<file path="src/rtl/econet_hdlc_serializer_pkg.sv">
// Shared constants and state encoding for the Econet HDLC transmit serializer.
package econet_hdlc_serializer_pkg;

  localparam logic [7:0] ECO_FLAG        = 8'h7E;
  localparam logic [2:0] ECO_STUFF_LIMIT = 3'd5;

  typedef enum logic [1:0] {
    ECO_IDLE       = 2'd0,
    ECO_OPEN_FLAG  = 2'd1,
    ECO_DATA       = 2'd2,
    ECO_CLOSE_FLAG = 2'd3
  } eco_state_e;

endpackage

</file>
<file path="src/rtl/econet_zero_insert.sv">
// HDLC zero insertion: counts consecutive data 1s and flags a stuff period after five.
module econet_zero_insert
  import econet_hdlc_serializer_pkg::*;
(
  input  logic econet_clk,
  input  logic reset,
  input  logic line_bit,
  input  logic enable,
  input  logic clear,
  output logic stuff,
  output logic out_bit
);

  logic [2:0] ones_cnt;

  assign stuff   = (ones_cnt == ECO_STUFF_LIMIT);
  assign out_bit = line_bit & ~stuff;

  // A stuffed 0 is a real line 0, so it restarts the run just like a data 0.
  always_ff @(negedge econet_clk) begin
    if (reset || clear) begin
      ones_cnt <= '0;
    end else if (enable) begin
      if (stuff || !line_bit) ones_cnt <= '0;
      else                    ones_cnt <= ones_cnt + 3'd1;
    end
  end

endmodule

</file>
<file path="src/rtl/econet_hdlc_serializer.sv">
// Econet transmit serializer: opening flag(s), zero-inserted bytes LSB first, closing flag(s).
module econet_hdlc_serializer
  import econet_hdlc_serializer_pkg::*;
#(
  parameter int   OPEN_FLAGS  = 1,
  parameter int   CLOSE_FLAGS = 1,
  parameter logic IDLE_LEVEL  = 1'b1
) (
  input  logic       econet_clk,
  input  logic       reset,
  input  logic [7:0] tx_byte,
  input  logic       start_frame,
  input  logic       end_frame,
  output logic       request_byte,
  output logic       econet_data,
  output logic       transmitting,
  output eco_state_e dbg_state
);

  localparam int MAX_FLAGS = (OPEN_FLAGS > CLOSE_FLAGS) ? OPEN_FLAGS : CLOSE_FLAGS;
  localparam int FLAG_W    = $clog2(MAX_FLAGS + 1);

  eco_state_e        state, state_n;
  logic [7:0]        shift_reg, shift_n;
  logic [2:0]        bit_cnt, bit_n;
  logic [FLAG_W-1:0] flag_cnt, flag_n;
  logic              data_n, tx_n, req_n;
  logic              zi_bit, zi_en, zi_clear, zi_stuff, zi_out;

  econet_zero_insert u_zero_insert (
    .econet_clk (econet_clk),
    .reset      (reset),
    .line_bit   (zi_bit),
    .enable     (zi_en),
    .clear      (zi_clear),
    .stuff      (zi_stuff),
    .out_bit    (zi_out)
  );

  assign dbg_state = state;

  // shift_reg[0] is always the bit currently on the line; bit_cnt is its index.
  always_comb begin
    state_n  = state;
    shift_n  = shift_reg;
    bit_n    = bit_cnt;
    flag_n   = flag_cnt;
    data_n   = econet_data;
    tx_n     = transmitting;
    req_n    = 1'b0;
    zi_bit   = 1'b0;
    zi_en    = 1'b0;
    zi_clear = 1'b1;
    case (state)
      ECO_IDLE: begin
        data_n = IDLE_LEVEL;
        tx_n   = 1'b0;
        if (start_frame) begin
          state_n = ECO_OPEN_FLAG;
          shift_n = ECO_FLAG;
          data_n  = ECO_FLAG[0];
          bit_n   = '0;
          flag_n  = '0;
          tx_n    = 1'b1;
        end
      end
      ECO_OPEN_FLAG, ECO_DATA: begin
        zi_clear = (state != ECO_DATA);
        if (state == ECO_DATA && zi_stuff) begin
          // Stall one period for the inserted 0; this also defers a byte-boundary load.
          zi_en  = 1'b1;
          data_n = zi_out;
        end else if (bit_cnt == 3'd7) begin
          bit_n = '0;
          if (state == ECO_OPEN_FLAG && flag_cnt != FLAG_W'(OPEN_FLAGS - 1)) begin
            flag_n  = flag_cnt + FLAG_W'(1);
            shift_n = ECO_FLAG;
            data_n  = ECO_FLAG[0];
          end else begin
            req_n = 1'b1;
            if (end_frame) begin
              state_n  = ECO_CLOSE_FLAG;
              shift_n  = ECO_FLAG;
              data_n   = ECO_FLAG[0];
              flag_n   = '0;
              zi_clear = 1'b1;
            end else begin
              state_n  = ECO_DATA;
              shift_n  = tx_byte;
              zi_bit   = tx_byte[0];
              zi_en    = 1'b1;
              zi_clear = 1'b0;
              data_n   = zi_out;
            end
          end
        end else begin
          shift_n = shift_reg >> 1;
          bit_n   = bit_cnt + 3'd1;
          if (state == ECO_DATA) begin
            zi_bit = shift_reg[1];
            zi_en  = 1'b1;
            data_n = zi_out;
          end else begin
            data_n = shift_reg[1];
          end
        end
      end
      ECO_CLOSE_FLAG: begin
        if (bit_cnt == 3'd7) begin
          bit_n = '0;
          if (flag_cnt == FLAG_W'(CLOSE_FLAGS - 1)) begin
            state_n = ECO_IDLE;
            data_n  = IDLE_LEVEL;
            tx_n    = 1'b0;
          end else begin
            flag_n  = flag_cnt + FLAG_W'(1);
            shift_n = ECO_FLAG;
            data_n  = ECO_FLAG[0];
          end
        end else begin
          shift_n = shift_reg >> 1;
          bit_n   = bit_cnt + 3'd1;
          data_n  = shift_reg[1];
        end
      end
      default: state_n = ECO_IDLE;
    endcase
  end

  always_ff @(negedge econet_clk) begin
    if (reset) begin
      state        <= ECO_IDLE;
      shift_reg    <= '0;
      bit_cnt      <= '0;
      flag_cnt     <= '0;
      econet_data  <= IDLE_LEVEL;
      transmitting <= 1'b0;
      request_byte <= 1'b0;
    end else begin
      state        <= state_n;
      shift_reg    <= shift_n;
      bit_cnt      <= bit_n;
      flag_cnt     <= flag_n;
      econet_data  <= data_n;
      transmitting <= tx_n;
      request_byte <= req_n;
    end
  end

endmodule

</file>
<file path="config.mk">
export PLATFORM = sky130hd
export DESIGN_NAME = econet_hdlc_serializer
export DESIGN_NICKNAME = d
export VERILOG_FILES = /design/src/rtl/econet_hdlc_serializer_pkg.sv /design/src/rtl/econet_zero_insert.sv /design/src/rtl/econet_hdlc_serializer.sv
export SDC_FILE = /design/constraint.sdc
export NUM_CORES = 1
export LEC_CHECK = 0
export ABC_AREA = 1
export BUFFER_PORTS_ARGS = -buffer_cell sky130_fd_sc_hd__buf_4
export CAP_MARGIN = 30
export CORE_MARGIN = 2
export CORE_UTILIZATION = 25
export DETAILED_ROUTE_END_ITERATION = 8
export GPL_TIMING_DRIVEN = 0
export SLEW_MARGIN = 20
export SYNTH_ARGS = -nofsm -noshare
export SYNTH_HDL_FRONTEND = slang
export SYNTH_HIERARCHICAL = 1
export SYNTH_SLANG_ARGS = --single-unit
</file>
<file path="constraint.sdc">
create_clock -name econet_clk -period 3.43 [get_ports econet_clk]
set_input_delay 0.1715 -clock econet_clk [delete_from_list [all_inputs] [get_ports econet_clk]]
set_output_delay 0.1715 -clock econet_clk [all_outputs]
set_load 0.1 [all_outputs]
</file>
Word level (Yosys, flattened, before mapping)
Cells that the tools add are included.
{ "op_classes": {"add_sub_neg": 3, "eq_ne": 14, "muxes": 60, "bitwise_logic": 4, "n_reduce_logical": 14} }
{ "ops": {"columns": ["cell", "n"], "rows": [
  ["two-way mux 8 bit", 7],
  ["two-way mux 1 bit", 37],
  ["one-hot mux 8 bit (3 select lines)", 1],
  ["!= test 2 bit, second input constant", 7],
  ["two-way mux 2 bit", 6],
  ["two-way mux 3 bit", 4],
  ["one-hot mux 3 bit (3 select lines)", 1],
  ["adder 3 x 1 -> 3 bit, second input constant", 2],
  ["== test 3 bit, second input constant", 2],
  ["!= test 3 bit, second input constant", 2],
  ["one-hot mux 1 bit (3 select lines)", 2],
  ["one-hot mux 2 bit (3 select lines)", 1],
  ["AND reduction 3 bit", 2],
  ["AND reduction 6 bit", 1],
  ["AND reduction 5 bit", 1],
  ["== test 2 bit, second input constant", 2],
  ["OR reduction 4 bit", 1],
  ["NOT 1 bit", 3],
  ["== test 2 x 1 -> 1 bit, second input constant", 1],
  ["logical AND 1 bit", 2],
  ["zero test 2 bit", 1],
  ["logical OR 1 bit", 2],
  ["one-hot mux 1 bit (2 select lines)", 1],
  ["AND reduction 2 bit", 1],
  ["other kinds (5)", 5]
]} }
{ "word_totals": {"regBits": 20, "input_bits": 12} }

Logic depth before layout (Yosys ltp)
Gate-level depths: netlist (run 1).
{ "depth": {"depth_word": 12, "mapped_depth": 15, "ltp_nobuf": 15} }

Cells and area by module
Netlist (run 1), hierarchy kept.
{ "by_module_without_submodules": {"columns": ["module", "instances", "cells_per_inst", "area_per_inst_um2", "seq_area_each_um2"], "rows": [
  ["econet_hdlc_serializer", 1, 148, 999.7, 320.3],
  ["econet_zero_insert", 1, 27, 177.7, 60.1]
]} }

==> results of run 1 <==
## final cells by class
class                      count  area share
tap                           52      0.0434
buffer                         1     0.00334
clock inverter                20      0.0677
multi-input combinational    132       0.471
inverter                      21      0.0526
clock buffer                   3      0.0276
sequential                    19       0.254
timing repair buffer          16      0.0802
## layout by cell type (no fill, tap or decap), types with 2 or more instances in the layout
cell type,netlist,final
sky130_fd_sc_hd__nor2_1,37,37
sky130_fd_sc_hd__nor3_1,3,3
sky130_fd_sc_hd__inv_1,19,36
sky130_fd_sc_hd__clkbuf_8,0,3
sky130_fd_sc_hd__or2_2,6,6
sky130_fd_sc_hd__ha_1,9,9
sky130_fd_sc_hd__a21oi_1,8,8
sky130_fd_sc_hd__nand3_1,11,11
sky130_fd_sc_hd__buf_4,0,16
sky130_fd_sc_hd__nand2_1,26,26
sky130_fd_sc_hd__o21ai_1,2,2
sky130_fd_sc_hd__o21ai_0,16,16
sky130_fd_sc_hd__dfxtp_1,19,19
sky130_fd_sc_hd__inv_2,4,4
sky130_fd_sc_hd__o21a_1,3,3
## synthesized netlist by cell type, drive strengths merged
cell     n
a21oi    8
a31oi    1
buf      1
dfxtp   19
ha       9
inv     23
nand2   28
nand3   12
nand4    1
nor2    39
nor3     4
nor4     1
o211ai   1
o21a     3
o21ai   18
or2      6
xnor2    1
## routing by layer
layer	GRT usage	up-vias
met5	0	-
met4	0.0535	0
met3	0.0401	6
met2	0.172	22
met1	0.133	527
li1	-	634
## worst register-to-register path, cell delays in order (launching register included)
cell and delay (ns):
sky130_fd_sc_hd__dfxtp_1 0.35, sky130_fd_sc_hd__ha_1 0.16, sky130_fd_sc_hd__ha_1 0.27, sky130_fd_sc_hd__buf_2 0.27, sky130_fd_sc_hd__nand4_1 0.11, sky130_fd_sc_hd__a21oi_1 0.14
sky130_fd_sc_hd__nand2_1 0.09, sky130_fd_sc_hd__inv_1 0.05, sky130_fd_sc_hd__inv_1 0.03, sky130_fd_sc_hd__a21oi_1 0.14, sky130_fd_sc_hd__nand2_1 0.06, sky130_fd_sc_hd__nand2_1 0.06
sky130_fd_sc_hd__nand2_1 0.05, sky130_fd_sc_hd__nand2_1 0.05
## power breakdown
group          internal (mW)  switching (mW)
Sequential             0.279          0.0370
Combinational          0.197           0.442
Clock                  0.185           0.131
## cells by family (layout without fill, tap and decap cells)
family | count (synthesis) | in the layout | share of synthesized area
simple gates | 91 | 91 | 0.355
compound gates | 31 | 31 | 0.141
xor+xnor | 1 | 1 | 0.00744
fa+ha+maj | 9 | 9 | 0.0956
buf+inv | 24 | 61 | 0.0776
flops | 19 | 19 | 0.323
## through the flow
step                instance area, sq um  hold WS [ns]  cells
finish                              1500         0.463    264
global route                        1500         0.485    264
CTS                                 1500         0.467    264
detailed placement                  1360         0.459    243
global placement                    1360         0.454    243
floorplan                           1180         0.443    175
## worst min-delay path by stage
stage                                      to  cells past startpoint                 startpoint  slack (ns)
global route        transmitting$_SDFFE_NP0P_                      1  transmitting$_SDFFE_NP0P_        0.49
CTS                 transmitting$_SDFFE_NP0P_                      1  transmitting$_SDFFE_NP0P_        0.47
detailed placement  transmitting$_SDFFE_NP0P_                      1  transmitting$_SDFFE_NP0P_        0.46
finish              transmitting$_SDFFE_NP0P_                      1  transmitting$_SDFFE_NP0P_        0.46
floorplan             bit_cnt[1]$_SDFFE_NP0P_                      2    bit_cnt[1]$_SDFFE_NP0P_        0.44
global placement    transmitting$_SDFFE_NP0P_                      1  transmitting$_SDFFE_NP0P_        0.45
==> results.tsv, run 1 <==
stage	metric	value	unit
power	total power draw	1.27	mW
cells_and_area	Storage cell area	380	sq um
outcome	run status	finished, final reports clean	
synth	Synthesized Nets	196	
grt	global-route usage over all layers	0.110	
drt	total wire length after detailed routing	2690	um
clock_network	number of setup buffers added after CTS	0	
floorplan	die area	0.00527	sq mm
clock_network	total clock buffers created by CTS	3	
drt	post-detailed-route DRC marker count	0	
critical_path	largest stage delay on the critical path	0.39	ns
placement	number of port buffers	16	
placement	worst slack at placement	0.334	ns
grt	initial antenna violation count	0	
drt	first-iteration detailed-routing DRC count	50	
clock_network	Max Buffers Root-to-Sink	2	
critical_path	Critical Path Source Type	flip-flop	
cells_and_area	Area Growth Syn to Fin	27.2	%
grt	total gr overflow	0	
critical_path	crit path DAT	2.75	ns
critical_path	combined buffer and inverter count along the critical path	1	
floorplan	placeable core region	0.00444	sq mm
power	leak pwr	0.760	nW
drt	detailed-routing iteration count for the pre-antenna-repair pass	4	
drt	length of routed met3 wiring	114	um
clock_network	maximum level of the CTS H-tree	1	
critical_path	family of cells with the greatest summed delay on the critical path	flip-flops	
synth	Synth Instances	175	
critical_path	data required time of the critical path	3.26	ns
drt	vias after detailed routing	1189	
cells_and_area	share of the core filled with cells	0.337	
synth	top cells by area, synth	sky130_fd_sc_hd__dfxtp_1 (32%), sky130_fd_sc_hd__nor2_1 (12%), sky130_fd_sc_hd__ha_1 (9.6%)	
clock_network	clock input transition at the sequential cells of the worst setup and hold paths	0.03	ns
critical_path	Reg-to-Reg Start	bit_cnt[0]$_SDFFE_NP0P_	
clock_network	count of hold-fix buffers inserted at cts	0	
cells_and_area	multi-input combinational cell area	706	sq um
synth	Post-Syn Area per Cell	6.73	sq um
cells_and_area	total inserted antenna cells	0	
floorplan	Die Span X	72.6	um
floorplan	IO Pins	17	
sta	total setup violations reported at the end of the flow	0	
worst_hold_path	hold crit path type	flip-flop to flip-flop	
critical_path	cell at the slowest stage of the critical path	sky130_fd_sc_hd__dfxtp_1	
drt	Top Metal Used	met4	
cells_and_area	fraction of final layout cells sized beyond drive strength 1	0.175	
cells_and_area	flip-flop count of the largest register after layout	7	
critical_path	reg2reg path depth	13	
sta	final setup skew	0.0120	ns
placement	final weighted congestion of routability-driven global placement	0.770	
critical_path	WS Path Type	flip-flop to output pin	
grt	largest net degree at the start of global routing	12	
cells_and_area	total of fill cells in the finished design	493	
synth	Cell Area, Synth	0.00118	sq mm
synth	post-synthesis cell type with the largest combined area	sky130_fd_sc_hd__dfxtp_1	
drt	average wire per cell in the routed design	10.2	um
sta	unrepaired setup endpoints after global routing	false	
job	number of max-cap violations	0	
sta	minimum setup slack in the final design	0.506	ns
critical_path	setup slack of the most critical reg-to-reg path	1.54	ns
clock_network	cell chosen for the clock root	sky130_fd_sc_hd__clkbuf_8	
floorplan	initial cell density of the core	0.265	
clock_network	TritonCTS clock tree	done	
critical_path	worst setup path end	dbg_state[0]	
synth	Seq cells post-synth	19	
sta	pin slew with the least headroom to its limit	0.316	ns
drt	routed via count divided by cell count	4.50	
critical_path	Worst R2R End	econet_data$_SDFF_NP1_	
critical_path	Stages on worst setup path	1	
drt	post-route antenna net violation count	0	
sta	final hold violation count	0	
clock_network	clock sinks	19	
synth	number of warnings printed during yosys synthesis	6	
drt	met2 wire len	1250	um
critical_path	crit end category	output pin	
synth	fraction of the yosys area taken by sequential cells	0.323	
cells_and_area	net count reported at finish	234	
grt	first-pass GRT wire length	4670	um
sta	relative max-transition margin	0.789	
floorplan	DIE HEIGHT	72.6	um
synth	distinct cell type count of the synthesized netlist	25	
clock_network	clock insertion delay at the later pin of the skew report	0.33	ns
critical_path	critical path, cell by cell	buf_4	
power	pwr/cell area	848	mW/mm^2
clock_network	cells resized by post-CTS repair	0	
floorplan	cell row count	24	
sta	count of final max-slew check failures	0	
synth	post-synth top area share	0.323	
power	Peak VDD IR	0.000222	V
critical_path	CP Max Fanout	5	
grt	vias in the first global route	1145	
sta	sum of negative setup slack	0	ns
placement	final HPWL from detailed placement	1970	um
critical_path	launching instance or port of the critical path	dbg_state[0]$_SDFFE_NP0P_	
drt	met1 routed wirelength after detailed routing	1290	um
No activity file was read; power rests on OpenSTA's default activity.
==> run 2, diff against run 1 <==
ABC_AREA = not set   (was 1)
HOLD_SLACK_MARGIN = 0.03   (was not set)
==> run 2 against run 1 <==
Worst hold slack got worse by 0.0032 ns. Core utilization fell by 0.48 points. Sequential power rose by 3%. Die area fell by 4.1%. Wire length fell by 5.1%. Via count fell by 14%. Non-clock buffer count rose by 5. Count of clock-buffer cells in the layout did not move. Setup slack got worse by 0.12 ns. Critical endpoint is now shift_reg[1]$_SDFFE_NP0P_. Largest cell class unchanged.
==> results.tsv, run 2 <==
stage	metric	value	unit	change
outcome	run status	finished, final reports clean		unchanged
critical_path	data required time of the critical path	1.89	ns	was 3.26 ns
placement	number of port buffers	16		unchanged
synth	Synth Instances	126		was 175
cells_and_area	Design Area, Final	0.00145	sq mm	was 0.00150 sq mm
synth	post-synth top area share	0.338		was 0.323
worst_hold_path	launch point of the worst hold path	bit_cnt[2]$_SDFFE_NP0P_		was transmitting$_SDFFE_NP0P_
synth	distinct cell type count of the synthesized netlist	37		was 25
grt	global-route usage over all layers	0.107		was 0.110
synth	post-synthesis share of cell area spent on xor and xnor gates	0.0156		was 0.00744
grt	vias in the first global route	1037		was 1145
cells_and_area	total inserted antenna cells	0		unchanged
synth	post-synthesis cell type with the largest combined area	sky130_fd_sc_hd__dfxtp_1		unchanged
sta	pin slew with the least headroom to its limit	0.775	ns	was 0.316 ns
power	total power draw	1.27	mW	about the same
clock_network	count of hold-fix buffers inserted at cts	0		unchanged
critical_path	largest stage delay on the critical path	0.68	ns	was 0.39 ns
critical_path	Reg-to-Reg Start	u_zero_insert/ones_cnt[1]$_SDFFE_NP0P_		was bit_cnt[0]$_SDFFE_NP0P_
drt	met1 routed wirelength after detailed routing	1210	um	was 1290 um
power	Peak VDD IR	0.000326	V	was 0.000222 V
drt	post-route antenna net violation count	0		unchanged
floorplan	die area	0.00506	sq mm	was 0.00527 sq mm
sta	relative max-transition margin	0.482		was 0.789
sta	final setup skew	0.00680	ns	was 0.0120 ns
sta	unrepaired setup endpoints after global routing	false		unchanged
synth	adder-cell area share of the yosys netlist	0.100		was 0.0956
critical_path	combined buffer and inverter count along the critical path	1		unchanged
grt	total gr overflow	0		unchanged
grt	largest net degree at the start of global routing	12		unchanged
clock_network	total clock buffers created by CTS	3		unchanged
critical_path	launching instance or port of the critical path	start_frame		was dbg_state[0]$_SDFFE_NP0P_
critical_path	setup slack of the most critical reg-to-reg path	1.20	ns	was 1.54 ns
critical_path	crit path DAT	1.50	ns	was 2.75 ns
clock_network	number of setup buffers added after CTS	0		unchanged
cells_and_area	final std cells w/o fill	215		was 264
synth	main combinational cell family by area after synthesis	compound AO/OA/AOI/OAI gates		was simple AND/OR/NAND/NOR gates
placement	worst slack at placement	0.0669	ns	was 0.334 ns
drt	post-detailed-route DRC marker count	0		unchanged
synth	area fraction in and, or, nand and nor cells after synthesis	0.177		was 0.355
floorplan	placeable core region	0.00435	sq mm	was 0.00444 sq mm
worst_hold_path	hold crit path type	flip-flop to flip-flop		unchanged
sta	final-layout worst hold slack	0.460	ns	was 0.463 ns
synth	Synth Area in Compound Gates	0.287		was 0.141
critical_path	WS Path Type	input pin to flip-flop		was flip-flop to output pin
synth	proportion of synthesized area in mux cells	0.00889		was 0
placement	number of cells after detailed placement	194		was 243
synth	top cells by area, synth	sky130_fd_sc_hd__dfxtp_1 (34%), sky130_fd_sc_hd__ha_1 (10%), sky130_fd_sc_hd__o221ai_2 (8.0%)		was sky130_fd_sc_hd__dfxtp_1 (32%), sky130_fd_sc_hd__nor2_1 (12%), sky130_fd_sc_hd__ha_1 (9.6%)
synth	number of warnings printed during yosys synthesis	6		unchanged
clock_network	cell chosen for the clock root	sky130_fd_sc_hd__clkbuf_8		unchanged
cells_and_area	fraction of final layout cells sized beyond drive strength 1	0.221		was 0.175
drt	met2 wire len	1200	um	was 1250 um
critical_path	critical path, cell by cell	buf_4, nand2b_1, nand2_1, nor3b_1, a221oi_1		was buf_4
power	pwr/cell area	878	mW/mm^2	was 848 mW/mm^2
sta	final hold violation count	0		unchanged
floorplan	DIE HEIGHT	71.1	um	was 72.6 um
critical_path	CP Max Fanout	6		was 5
floorplan	IO Pins	17		unchanged
synth	Synthesized Nets	147		was 196
clock_network	clock input transition at the sequential cells of the worst setup and hold paths	0.03	ns	about the same
clock_network	clock insertion delay at the later pin of the skew report	0.33	ns	about the same
clock_network	TritonCTS clock tree	done		unchanged
drt	total wire length after detailed routing	2550	um	was 2690 um
synth	Post-Syn Area per Cell	8.94	sq um	was 6.73 sq um
synth	fraction of the yosys area taken by sequential cells	0.338		was 0.323
placement	placed instance area	0.00131	sq mm	was 0.00136 sq mm
clock_network	Max Buffers Root-to-Sink	2		unchanged
cells_and_area	leading cell types in the layout, fill and taps excluded	sky130_fd_sc_hd__inv_1 (32), sky130_fd_sc_hd__dfxtp_1 (19), sky130_fd_sc_hd__buf_4 (16)		was sky130_fd_sc_hd__nor2_1 (37), sky130_fd_sc_hd__inv_1 (36), sky130_fd_sc_hd__nand2_1 (26)
synth	Seq cells post-synth	19		unchanged
cells_and_area	net count reported at finish	185		was 234
critical_path	family of cells with the greatest summed delay on the critical path	simple AND/OR/NAND/NOR gates		was flip-flops
cells_and_area	flip-flop count of the largest register after layout	7		unchanged
drt	length of routed met3 wiring	106	um	was 114 um
synth	most common library cells after synthesis	sky130_fd_sc_hd__dfxtp_1 (19), sky130_fd_sc_hd__inv_1 (15), sky130_fd_sc_hd__nor2_1 (12)		was sky130_fd_sc_hd__nor2_1 (37), sky130_fd_sc_hd__nand2_1 (26), sky130_fd_sc_hd__dfxtp_1 (19), sky130_fd_sc_hd__inv_1 (19), sky130_fd_sc_hd__o21ai_0 (16)
sta	total setup violations reported at the end of the flow	0		unchanged
floorplan	Die Span X	71.1	um	was 72.6 um
clock_network	clock sinks	19		unchanged
clock_network	maximum level of the CTS H-tree	1		unchanged
placement	final HPWL from detailed placement	1880	um	was 1970 um
synth	Cell Area, Synth	0.00113	sq mm	was 0.00118 sq mm
critical_path	cell at the slowest stage of the critical path	sky130_fd_sc_hd__nor3b_1		was sky130_fd_sc_hd__dfxtp_1
drt	vias after detailed routing	1018		was 1189
drt	average wire per cell in the routed design	11.9	um	was 10.2 um
drt	detailed-routing iteration count for the pre-antenna-repair pass	4		unchanged
sta	count of final max-slew check failures	0		unchanged
synth	prevailing post-synth register cell	sky130_fd_sc_hd__dfxtp_1		unchanged
drt	routed via count divided by cell count	4.73		was 4.50
grt	initial antenna violation count	0		unchanged
drt	first-iteration detailed-routing DRC count	57		was 50
synth	number of enable-type register cells in the synthesized netlist	0		unchanged
sta	minimum setup slack in the final design	0.383	ns	was 0.506 ns
sta	sum of negative setup slack	0	ns	unchanged
grt	first-pass GRT wire length	4330	um	was 4670 um
drt	Top Metal Used	met4		unchanged
floorplan	initial cell density of the core	0.259		was 0.265
cells_and_area	share of the core filled with cells	0.332		was 0.337
synth	most numerous cell in the Yosys netlist	sky130_fd_sc_hd__dfxtp_1		was sky130_fd_sc_hd__nor2_1
cells_and_area	Area Growth Syn to Fin	28.4	%	was 27.2%
cells_and_area	most frequent standard cell in the layout excluding fill and tap cells	sky130_fd_sc_hd__inv_1		was sky130_fd_sc_hd__nor2_1
critical_path	Critical Path Source Type	input pin		was flip-flop
cells_and_area	total of fill cells in the finished design	468		was 493
floorplan	cell row count	24		unchanged
clock_network	cells resized by post-CTS repair	0		unchanged
power	leak pwr	0.621	nW	was 0.760 nW
synth	async set-reset flop share out of synthesis	0		unchanged
placement	final weighted congestion of routability-driven global placement	0.749		was 0.770
critical_path	crit end category	flip-flop		was output pin
job	number of max-cap violations	0		unchanged
[run 2: worst paths after layout]
| kind | endpoint | cells after the start |
|---|---|---|
| setup / recovery | shift_reg[1]$_SDFFE_NP0P_ | 5 |
| hold / removal | bit_cnt[2]$_SDFFE_NP0P_ | 2 |
| hold reg to reg | bit_cnt[2]$_SDFFE_NP0P_ | 2 |
| setup reg to reg | shift_reg[1]$_SDFFE_NP0P_ | 7 |
[run 2: power breakdown]
part	leakage (nW)	internal, mW	switching, mW	total [mW]
registers	0.156	0.284	0.0403	0.324
logic	0.328	0.215	0.416	0.631
clock network	0.137	0.185	0.131	0.315
[run 2: logic make-up after synthesis]
group,count (synthesis)
compound gates,36
xor+xnor,2
simple gates,38
flops,19
buf+inv,21
mux,1
fa+ha+maj,9
[run 2: area by class of cell]
| class | count | area [sq um] | share of cell area |
|---|---|---|---|
| multi-input combinational | 86 | 662 | 0.458 |
| sequential | 19 | 380 | 0.263 |
| timing repair buffer | 16 | 120 | 0.0830 |
| clock inverter | 20 | 101 | 0.0701 |
| tap | 52 | 65.1 | 0.0450 |
| inverter | 13 | 48.8 | 0.0337 |
| clock buffer | 3 | 41.3 | 0.0285 |
| buffer | 6 | 27.5 | 0.0190 |
[run 2: routing by layer]
layer | up-vias | GRT usage
met5 | - | 0
met4 | 0 | 0.0566
met3 | 4 | 0.0499
met2 | 18 | 0.163
met1 | 463 | 0.125
li1 | 533 | -
[run 2: worst register-to-register path: cells and delay by family, from the launching register on]
kind / cells / cell delay [ns]
flip-flops: 1 / 0.35
AND/OR/NAND/NOR: 4 / 1.25
buffers and inverters: 1 / 0.06
adder cells (fa/ha/maj): 1 / 0.22
AO/OA/AOI/OAI: 1 / 0.20
==> run 3, diff against run 2 <==
REMOVE_ABC_BUFFERS = 1   (was not set)
==> run 3 against run 2 <==
Clock skew grew 0.0064 ns. Critical endpoint unchanged. Critical path depth is the same. Global-route usage down 0.35 points. Sequential share of layout area is 0.51 points higher. Non-clock buffer count decreased by 6. Register-to-register slack got worse by 0.37 ns. Count of clock-buffer cells in the layout unchanged. Largest cell class unchanged. Largest power group unchanged. Sequential power about the same. Wire length fell by 2.8%.
==> results.tsv, run 3 (synthesized netlist as in run 2, its figures left out) <==
stage	metric	value	unit	change
grt	global-route usage over all layers	0.104		was 0.107
cells_and_area	Storage cell area	380	sq um	unchanged
cells_and_area	total of fill cells in the finished design	463		was 468
cells_and_area	flip-flop count of the largest register after layout	7		unchanged
floorplan	Die Span X	71.1	um	unchanged
cells_and_area	fraction of final layout cells sized beyond drive strength 1	0.204		was 0.221
floorplan	cell row count	24		unchanged
power	Peak VDD IR	0.000659	V	was 0.000326 V
clock_network	clock input transition at the sequential cells of the worst setup and hold paths	0.04	ns	was 0.03 ns
floorplan	placeable core region	0.00435	sq mm	unchanged
cells_and_area	final std cells w/o fill	209		was 215
clock_network	clock insertion delay at the later pin of the skew report	0.33	ns	about the same
cells_and_area	total inserted antenna cells	0		unchanged
critical_path	cell at the slowest stage of the critical path	sky130_fd_sc_hd__nor3b_1		unchanged
placement	final HPWL from detailed placement	1790	um	was 1880 um
power	sequential share of power	0.258		was 0.255
drt	detailed-routing iteration count for the pre-antenna-repair pass	4		unchanged
worst_hold_path	number of cells on the worst hold path	2		unchanged
clock_network	TritonCTS clock tree	done		unchanged
critical_path	Worst R2R End	econet_data$_SDFF_NP1_		was shift_reg[1]$_SDFFE_NP0P_
critical_path	CP Max Fanout	6		unchanged
worst_hold_path	Worst Hold End	bit_cnt[1]$_SDFFE_NP0P_		was bit_cnt[2]$_SDFFE_NP0P_
drt	vias after detailed routing	1025		was 1018
sta	total setup violations reported at the end of the flow	0		unchanged
critical_path	family of cells with the greatest summed delay on the critical path	simple AND/OR/NAND/NOR gates		unchanged
critical_path	combined buffer and inverter count along the critical path	1		unchanged
grt	total gr overflow	0		unchanged
drt	routed via count divided by cell count	4.90		was 4.73
sta	unrepaired setup endpoints after global routing	false		unchanged
cells_and_area	Area Growth Syn to Fin	26.0	%	was 28.4%
drt	average wire per cell in the routed design	11.9	um	about the same
job	number of max-cap violations	0		unchanged
power	switching power summed over all nets	0.586	mW	was 0.587 mW
power	combinational cell fraction of total power	0.485		was 0.497
critical_path	largest stage delay on the critical path	0.66	ns	was 0.68 ns
cells_and_area	Design Area, Final	0.00142	sq mm	was 0.00145 sq mm
grt	largest net degree at the start of global routing	19		was 12
floorplan	initial cell density of the core	0.259		unchanged
critical_path	crit end category	flip-flop		unchanged
placement	final weighted congestion of routability-driven global placement	0.784		was 0.749
clock_network	maximum level of the CTS H-tree	1		unchanged
clock_network	count of hold-fix buffers inserted at cts	0		unchanged
grt	vias in the first global route	1026		was 1037
power	pwr/cell area	888	mW/mm^2	was 878 mW/mm^2
floorplan	die area	0.00506	sq mm	unchanged
sta	relative max-transition margin	0.503		was 0.482
critical_path	Critical Path Source Type	input pin		unchanged
critical_path	crit path DAT	1.50	ns	about the same
grt	first-pass GRT wire length	4250	um	was 4330 um
sta	pin slew with the least headroom to its limit	0.744	ns	was 0.775 ns
placement	number of cells after detailed placement	188		was 194
clock_network	cells resized by post-CTS repair	0		unchanged
drt	post-detailed-route DRC marker count	0		unchanged
power	internal power consumption	0.673	mW	was 0.683 mW
critical_path	setup slack of the most critical reg-to-reg path	0.83	ns	was 1.20 ns
clock_network	total clock buffers created by CTS	3		unchanged
power	clock power share	0.257		was 0.248
placement	number of port buffers	16		unchanged
clock_network	Max Buffers Root-to-Sink	2		unchanged
drt	total wire length after detailed routing	2480	um	was 2550 um
drt	post-route antenna net violation count	0		unchanged
sta	minimum setup slack in the final design	0.390	ns	was 0.383 ns
power	switching fraction of total power	0.465		was 0.462
drt	first-iteration detailed-routing DRC count	51		was 57
sta	final setup skew	0.0132	ns	was 0.00680 ns
placement	worst slack at placement	0.0550	ns	was 0.0669 ns
placement	placed instance area	0.00128	sq mm	was 0.00131 sq mm
power	total power draw	1.26	mW	was 1.27 mW
floorplan	IO Pins	17		unchanged
critical_path	Reg-to-Reg Start	bit_cnt[0]$_SDFFE_NP0P_		was u_zero_insert/ones_cnt[1]$_SDFFE_NP0P_
clock_network	cell chosen for the clock root	sky130_fd_sc_hd__clkbuf_8		unchanged
worst_hold_path	launch point of the worst hold path	bit_cnt[1]$_SDFFE_NP0P_		was bit_cnt[2]$_SDFFE_NP0P_
critical_path	reg2reg path depth	9		was 7
cells_and_area	multi-input combinational cell area	662	sq um	unchanged
cells_and_area	leading cell types in the layout, fill and taps excluded	sky130_fd_sc_hd__inv_1 (32), sky130_fd_sc_hd__dfxtp_1 (19), sky130_fd_sc_hd__buf_4 (16)		unchanged
cells_and_area	most frequent standard cell in the layout excluding fill and tap cells	sky130_fd_sc_hd__inv_1		unchanged
grt	initial antenna violation count	0		unchanged
power	leak pwr	0.601	nW	was 0.621 nW
outcome	run status	finished, final reports clean		unchanged
critical_path	WS Path Type	input pin to flip-flop		unchanged
critical_path	critical path, cell by cell	buf_4, nand2b_1, nand2_1, nor3b_1, a221oi_1		unchanged
cells_and_area	net count reported at finish	179		was 185
sta	final hold violation count	0		unchanged
worst_hold_path	hold crit path type	flip-flop to flip-flop		unchanged
clock_network	clock sinks	19		unchanged
sta	sum of negative setup slack	0	ns	unchanged
sta	count of final max-slew check failures	0		unchanged
critical_path	data required time of the critical path	1.89	ns	about the same
floorplan	DIE HEIGHT	71.1	um	unchanged
clock_network	number of setup buffers added after CTS	0		unchanged
==> run 3: cell types whose count changed in the layout (fill, tap and decap cells not counted), sizes merged <==
cell    delta
buf        -4
clkbuf     -2
==> run 3: layer usage <==
| metal | GRT usage | wire length, um | vias to the layer above |
|---|---|---|---|
| met5 | 0 | 0 | - |
| met4 | 0.0524 | 34 | 0 |
| li1 | - | - | 520 |
| met2 | 0.144 | 1080 | 25 |
| met1 | 0.131 | 1240 | 476 |
| met3 | 0.0513 | 133 | 4 |
==> run 3: worst max path at each step <==
stage | start | to | slack [ns] | depth (start not counted)
3_5_place_dp | start_frame | shift_reg[1]$_SDFFE_NP0P_ | 0.06 | 5
3_3_place_gp | start_frame | shift_reg[1]$_SDFFE_NP0P_ | 0.02 | 5
5_1_grt | start_frame | shift_reg[1]$_SDFFE_NP0P_ | 0.28 | 5
4_1_cts | start_frame | shift_reg[1]$_SDFFE_NP0P_ | 0.41 | 5
2_1_floorplan | start_frame | shift_reg[1]$_SDFFE_NP0P_ | 0.52 | 4
6_report | start_frame | shift_reg[1]$_SDFFE_NP0P_ | 0.39 | 5
==> run 3: power by group through the flow <==
stage / clock network (mW) / logic [mW] / registers, mW
3_5_place_dp: 0.0377 / 0.612 / 0.329
2_1_floorplan: 0.0377 / 0.345 / 0.465
4_1_cts: 0.337 / 0.613 / 0.326
3_3_place_gp: 0.0377 / 0.613 / 0.325
5_1_grt: 0.362 / 0.664 / 0.334
6_report: 0.323 / 0.611 / 0.325
==> run 3: tightest hold or removal path, cell delays in order (launching register included) <==
cell                      delay (ns)
sky130_fd_sc_hd__dfxtp_1        0.30
sky130_fd_sc_hd__nand2_1        0.05
sky130_fd_sc_hd__a21oi_1        0.05
==> run 3: layout make-up <==
class / instances / area share
clock buffer: 3 / 0.0291
sequential: 19 / 0.268
multi-input combinational: 86 / 0.466
clock inverter: 20 / 0.0714
timing repair buffer: 16 / 0.0847
inverter: 13 / 0.0344
tap: 52 / 0.0459
==> run 3: metrics by stage <==
step	util	hold slack [ns]
floorplan	-	0.430
global placement	0.295	0.445
detailed placement	0.295	0.454
CTS	0.326	0.460
global route	0.326	0.486
finish	0.326	0.459
